**config.mk**
```make
export PLATFORM = sky130hd
export DESIGN_NAME = flappy_engine
export DESIGN_NICKNAME = d
export VERILOG_FILES = /design/src/rtl/flappy_engine.sv
export SDC_FILE = /design/constraint.sdc
export NUM_CORES = 1
export LEC_CHECK = 0
export CORE_ASPECT_RATIO = 1.5
export CORE_UTILIZATION = 59
export CTS_BUF_LIST = sky130_fd_sc_hd__clkbuf_8
export DETAILED_ROUTE_END_ITERATION = 8
export GPL_TIMING_DRIVEN = 0
export PLACE_DENSITY_LB_ADDON = 0.3
export SKIP_CTS_REPAIR_TIMING = 1
export SLEW_MARGIN = 20
export SYNTH_ARGS = -nofsm -noshare
export SYNTH_HDL_FRONTEND = slang
export SYNTH_SLANG_ARGS = --single-unit
```
**constraint.sdc**
```tcl
create_clock -name clk -period 8.34 [get_ports clk]
set_clock_uncertainty 0.2 [all_clocks]
set_input_delay 1.251 -clock clk [delete_from_list [all_inputs] [get_ports clk]]
set_output_delay 1.251 -clock clk [all_outputs]
set_load 0.02 [all_outputs]
```
**src/rtl/flappy_engine.sv**
```systemverilog
// Flappy Bird game-state engine: scene FSM, flap/gravity physics, scrolling pipes,
// collision detection and score, driving the packed scene/bird/gaps/score outputs.
module flappy_engine #(
  parameter int N_PIPES       = 3,
  parameter int HEIGHT        = 40,
  parameter int WIDTH         = 80,
  parameter int GAP_SIZE      = 10,
  parameter int FLAP_TICKS    = 5,
  parameter int GRAV_PERIOD   = 4,
  parameter int SCROLL_PERIOD = 2,
  parameter int BIRD_COL      = 4,
  parameter int PIPE_SPACING  = 20
) (
  input  logic                    clk,
  input  logic                    rst_n,
  input  logic [7:0]              inp,
  output logic [1:0]              scene,
  output logic [8:0]              bird,
  output logic [24*N_PIPES-1:0]   gaps,
  output logic [15:0]             score
);

  localparam logic [1:0] SPLASH   = 2'd0;
  localparam logic [1:0] PLAYING  = 2'd1;
  localparam logic [1:0] GAMEOVER = 2'd2;

  localparam logic [7:0] KEY_SPACE = 8'd32;
  localparam logic [7:0] KEY_R     = 8'd114;
  localparam logic [7:0] ALT0      = 8'd20;
  localparam logic [7:0] TOP       = 8'(HEIGHT - 1);
  localparam logic [7:0] MIN0      = 8'(HEIGHT/2 - GAP_SIZE/2);
  localparam logic [7:0] MAX0      = 8'(HEIGHT/2 - GAP_SIZE/2 + GAP_SIZE);
  localparam logic [7:0] RESPAWN   = 8'(WIDTH - 1);
  localparam logic [7:0] LO        = 8'(BIRD_COL - 2);
  localparam logic [7:0] HI        = 8'(BIRD_COL + 2);
  localparam logic [7:0] FLAP_N    = 8'(FLAP_TICKS);
  localparam logic [7:0] GRAV_LAST = 8'(GRAV_PERIOD - 1);
  localparam logic [7:0] SCR_LAST  = 8'(SCROLL_PERIOD - 1);
  // Degenerate gap sizes leave no room for a random offset; fall back to a fixed minimum.
  localparam int         RMOD      = (HEIGHT - GAP_SIZE - 3 > 0) ? HEIGHT - GAP_SIZE - 3 : 1;

  logic [1:0]                state;
  logic [7:0]                alt, fcnt, gcnt, scnt, eff;
  logic                      flapping, collide;
  logic [N_PIPES-1:0][7:0]   pos, mn, mx, pos_n, mn_n, mx_n;
  logic [15:0]               score_r, passed, lfsr;
  logic [7:0]                rmin;

  assign eff  = (inp == KEY_SPACE) ? FLAP_N : fcnt;
  assign rmin = 8'(32'd2 + 32'(lfsr[7:0]) % RMOD);

  always_comb begin
    collide = 1'b0;
    if (state == PLAYING) begin
      if (alt == 8'd0) collide = 1'b1;
      for (int k = 0; k < N_PIPES; k++)
        if (pos[k] >= LO && pos[k] <= HI && (alt <= mn[k] || alt >= mx[k])) collide = 1'b1;
    end
  end

  // One scroll step: pipes shift left, pos 1 respawns at the right edge with a fresh gap.
  always_comb begin
    passed = '0;
    for (int k = 0; k < N_PIPES; k++) begin
      passed = passed + 16'(pos[k] == LO);
      if (pos[k] == 8'd1) begin
        pos_n[k] = RESPAWN;
        mn_n[k]  = rmin;
        mx_n[k]  = 8'(rmin + 8'(GAP_SIZE));
      end else begin
        pos_n[k] = pos[k] - 8'd1;
        mn_n[k]  = mn[k];
        mx_n[k]  = mx[k];
      end
    end
  end

  always_ff @(posedge clk or negedge rst_n) begin
    if (!rst_n) begin
      state <= SPLASH; alt <= ALT0; flapping <= 1'b0; score_r <= '0;
      fcnt <= '0; gcnt <= '0; scnt <= '0; lfsr <= 16'hACE1;
      for (int k = 0; k < N_PIPES; k++) begin
        pos[k] <= 8'(PIPE_SPACING*(k+1)); mn[k] <= MIN0; mx[k] <= MAX0;
      end
    end else begin
      lfsr <= {lfsr[14:0], lfsr[15] ^ lfsr[13] ^ lfsr[12] ^ lfsr[10]};
      case (state)
        SPLASH: if (inp == KEY_SPACE) state <= PLAYING;
        PLAYING: begin
          if (collide) begin
            state <= GAMEOVER; fcnt <= '0; gcnt <= '0; scnt <= '0;
          end else begin
            if (eff != 8'd0) begin
              alt      <= (alt == TOP) ? alt : alt + 8'd1;
              fcnt     <= eff - 8'd1;
              flapping <= 1'b1;
            end else begin
              flapping <= 1'b0;
              if (gcnt == GRAV_LAST) begin
                gcnt <= '0;
                alt  <= (alt == 8'd0) ? alt : alt - 8'd1;
              end else gcnt <= gcnt + 8'd1;
            end
            if (scnt == SCR_LAST) begin
              scnt <= '0; pos <= pos_n; mn <= mn_n; mx <= mx_n;
              score_r <= score_r + passed;
            end else scnt <= scnt + 8'd1;
          end
        end
        GAMEOVER: if (inp == KEY_R) begin
          state <= SPLASH; alt <= ALT0; flapping <= 1'b0; score_r <= '0;
          fcnt <= '0; gcnt <= '0; scnt <= '0;
          for (int k = 0; k < N_PIPES; k++) begin
            pos[k] <= 8'(PIPE_SPACING*(k+1)); mn[k] <= MIN0; mx[k] <= MAX0;
          end
        end
        default: state <= SPLASH;
      endcase
    end
  end

  assign scene = state;
  assign bird  = {alt, flapping};
  assign score = score_r;

  for (genvar k = 0; k < N_PIPES; k++) begin : g_gaps
    assign gaps[24*(N_PIPES-k)-1 -: 24] = {pos[k], mx[k], mn[k]};
  end

endmodule

```
==> qor.yml <==
multi_input_area_um2: 5240
die_w_um: 104
rsz0062_at_grt: "no"
core-area_um2: 15100
period_share_pct: 81.0
antenna_cells: 0
place.gp.congestion: 0.904
grt_pass1_wl_mm: 38.7
path_clk_slew_ns: 0.07
netlist.area_leader.share_pct: 27.3
power.total_mw: 3.14
yosysWarningCount: 0
first_global_vias: 7904
h-tree-depth: 4
regArea_um2: 3450
clkPwrFrac_pct: 17.9
fill_cells: 1147
drc: 0
slew_headroom_pct: 44.5
place_ws_ns: 1.66
switching_share_pct: 43.9
synthFlopType: "dfrtp_1"
outcome: "finished, final reports clean"
hold_viol_final: 0
areaGrowthSynthToFinish_pct: 19.2
grt_max_degree: 94
synth_edf_count: 0
synth_top_area_cell: "dfrtp_1"
maxCapViolations: 0
final_layout_size_suffix_gt1_share_pct: 10.3
critPathKind: "reg -> reg"
fin_setup_tns_ns: 0
cts_buffer_depth: 2
vdd_drop_max_mv: 0.273
io_buffers: 108
yosysSeqAreaShare_pct: 37.6
synth_seq_cells: 136
power.leakage_nw: 4.64
die-area_um2: 16100
arrival_ns: 6.88
required_ns: 8.46
startpoint_type: "flip-flop"
drtAntennaViolNets: 0
whs_path_depth: 0
end_kind: "flip-flop"
globalRoute.totalOverflow: 0
grt_usage_pct: 30.4
p_comb_share_pct: 48.2
power_frac_seq_pct: 33.9
hp-class: "reg -> reg"
synth_area_leaders: "dfrtp_1 (27%), dfstp_2 (10%), ha_1 (10%)"
root_buffer: "clkbuf_8"
syn-num-nets: 1113
rr_worst_depth: 27
synth_cell_types: 87
setup_violations: 0
yosysMostFrequentCell: "nand2_1"
tightest_slew_ns: 0.832
period_needed_ns: 6.76
start_util_pct: 60.6
synthCells: 1025
cts_buffers: 17
power_switching_mw: 1.38
final_area_um2: 10900
drt_iter0_drc: 376
critPathMaxFanout: 10
core.rowCount: 55
first_pass_iters: 5
whs_ns: 0.153
fp.dieH_um: 155
rrSetupSlack_ns: 1.58
wire_per_inst_um: 17.4
dpl-instance-area_um2: 10500
cts_sinks: 136
design.portCount: 109
cellPowerDensity_nw_per_um2: 287
hpwl_mm: 17.3
syn_area_um2: 9170
cts_tree: "yes"
viasPerCell: 6.07
setup_ws_ns: 1.58
fin_nets: 1241
fmax_mhz: 148
synthTopCellsByCount: "nand2_1 (112), dfrtp_1 (100), o21ai_0 (96)"
insertion_delay_ns: 0.46
wirelength_mm: 23.7
antenna_found_initial: 0
synth-async-reset-ratio_pct: 100
p_int_mw: 1.76
drv_slew: 0
vias: 8286
post_synth.cell_area_avg_um2: 8.95
-- registers in the layout (all words and copies together), names as in the netlist --
signal / cells
fcnt: 8
score: 16
scnt: 8
alt: 8
gcnt: 8
lfsr: 16
gaps: 69
flapping: 1
scene: 2
-- per-layer routing --
metal / global-route usage (%) / wire length [um] / up-vias
li1: - / - / 3918
met1: 35.4 / 9350 / 3956
met2: 52.7 / 11900 / 315
met3: 5.10 / 1330 / 97
met4: 17.9 / 1180 / 0
met5: 0 / 0 / -
-- worst paths after layout --
check                        start       end
min in group asynchronous    rst_n   fcnt[0]
hold reg to reg            lfsr[9]  lfsr[10]
hold / removal             lfsr[9]  lfsr[10]
setup reg to reg           lfsr[4]  gaps[62]
max in group asynchronous    rst_n   lfsr[5]
setup / recovery           lfsr[4]  gaps[62]
-- power groups by stage --
stage                     clock network [mW]  logic, mW  registers [mW]
after floorplan                            0      0.841            1.14
after global placement                     0       1.44            1.07
after detailed placement                   0       1.50            1.07
after CTS                              0.564       1.51            1.06
after global routing                   0.589       1.67            1.09
final                                  0.561       1.51            1.07
-- area by class of cell --
| class | instances | area share (%) |
|---|---|---|
| multi-input combinational | 771 | 48.0 |
| clock inverter | 13 | 1.28 |
| buffer | 44 | 1.91 |
| inverter | 74 | 2.54 |
| timing repair buffer | 109 | 10.2 |
| clock buffer | 18 | 2.27 |
| tap | 199 | 2.28 |
| sequential | 136 | 31.6 |
-- critical path: stages (launching register included) --
cell and delay [ns]:
dfrtp_1 0.37, buf_4 0.17, a21oi_4 0.25, nor2b_1 0.08, ha_1 0.26, nor3_4 0.49
nor3_4 0.11, xnor2_2 0.21, ha_1 0.20, clkbuf_1 0.24, a2111oi_4 0.49, nor2_1 0.20
xnor2_1 0.28, ha_1 0.20, inv_1 0.06, and3_1 0.13, buf_2 0.15, o21ai_2 0.30
nand2_1 0.12, xnor2_1 0.38, ha_1 0.28, nand2_1 0.06, mux2i_1 0.31, xnor2_1 0.12
or3b_1 0.37, a21oi_2 0.14, xor2_1 0.34, o31ai_1 0.11
-- through the flow --
stage	std cells	util (%)
after floorplan	1025	-
after global placement	1332	69.4
after detailed placement	1333	69.6
after CTS	1364	72.1
after global routing	1364	72.2
final	1364	72.2
-- cells by family after synthesis --
| logic type | share of synthesized area (%) |
|---|---|
| AND/OR/NAND/NOR | 18.0 |
| AO/OA/AOI/OAI | 21.5 |
| flip-flops | 37.6 |
| buffers and inverters | 5.31 |
| adder cells (fa/ha/maj) | 10.9 |
| XOR/XNOR | 4.69 |
| multiplexers | 2.05 |
-- layout by cell type, fill, tap and decap left out, drive strengths merged, types with 6 or more instances in the layout --
| master | n |
|---|---|
| nand2 | 112 |
| clkdlybuf4s50 | 107 |
| o21ai | 106 |
| dfrtp | 100 |
| inv | 80 |
| ha | 75 |
| nor2 | 73 |
| a21oi | 59 |
| clkbuf | 47 |
| dfstp | 36 |
| nor3 | 34 |
| nand3 | 26 |
| a21o | 25 |
| xnor2 | 22 |
| xor2 | 19 |
| nand2b | 18 |
| buf | 17 |
| nand4 | 15 |
| o31ai | 14 |
| a31oi | 13 |
| and3 | 10 |
| mux2 | 9 |
| nor2b | 8 |
| or3 | 8 |
| and2 | 8 |
| nor4 | 8 |
| o22a | 7 |
| mux2i | 7 |
| or2 | 7 |
| o22ai | 6 |
Power figures use the tool's default switching activity.
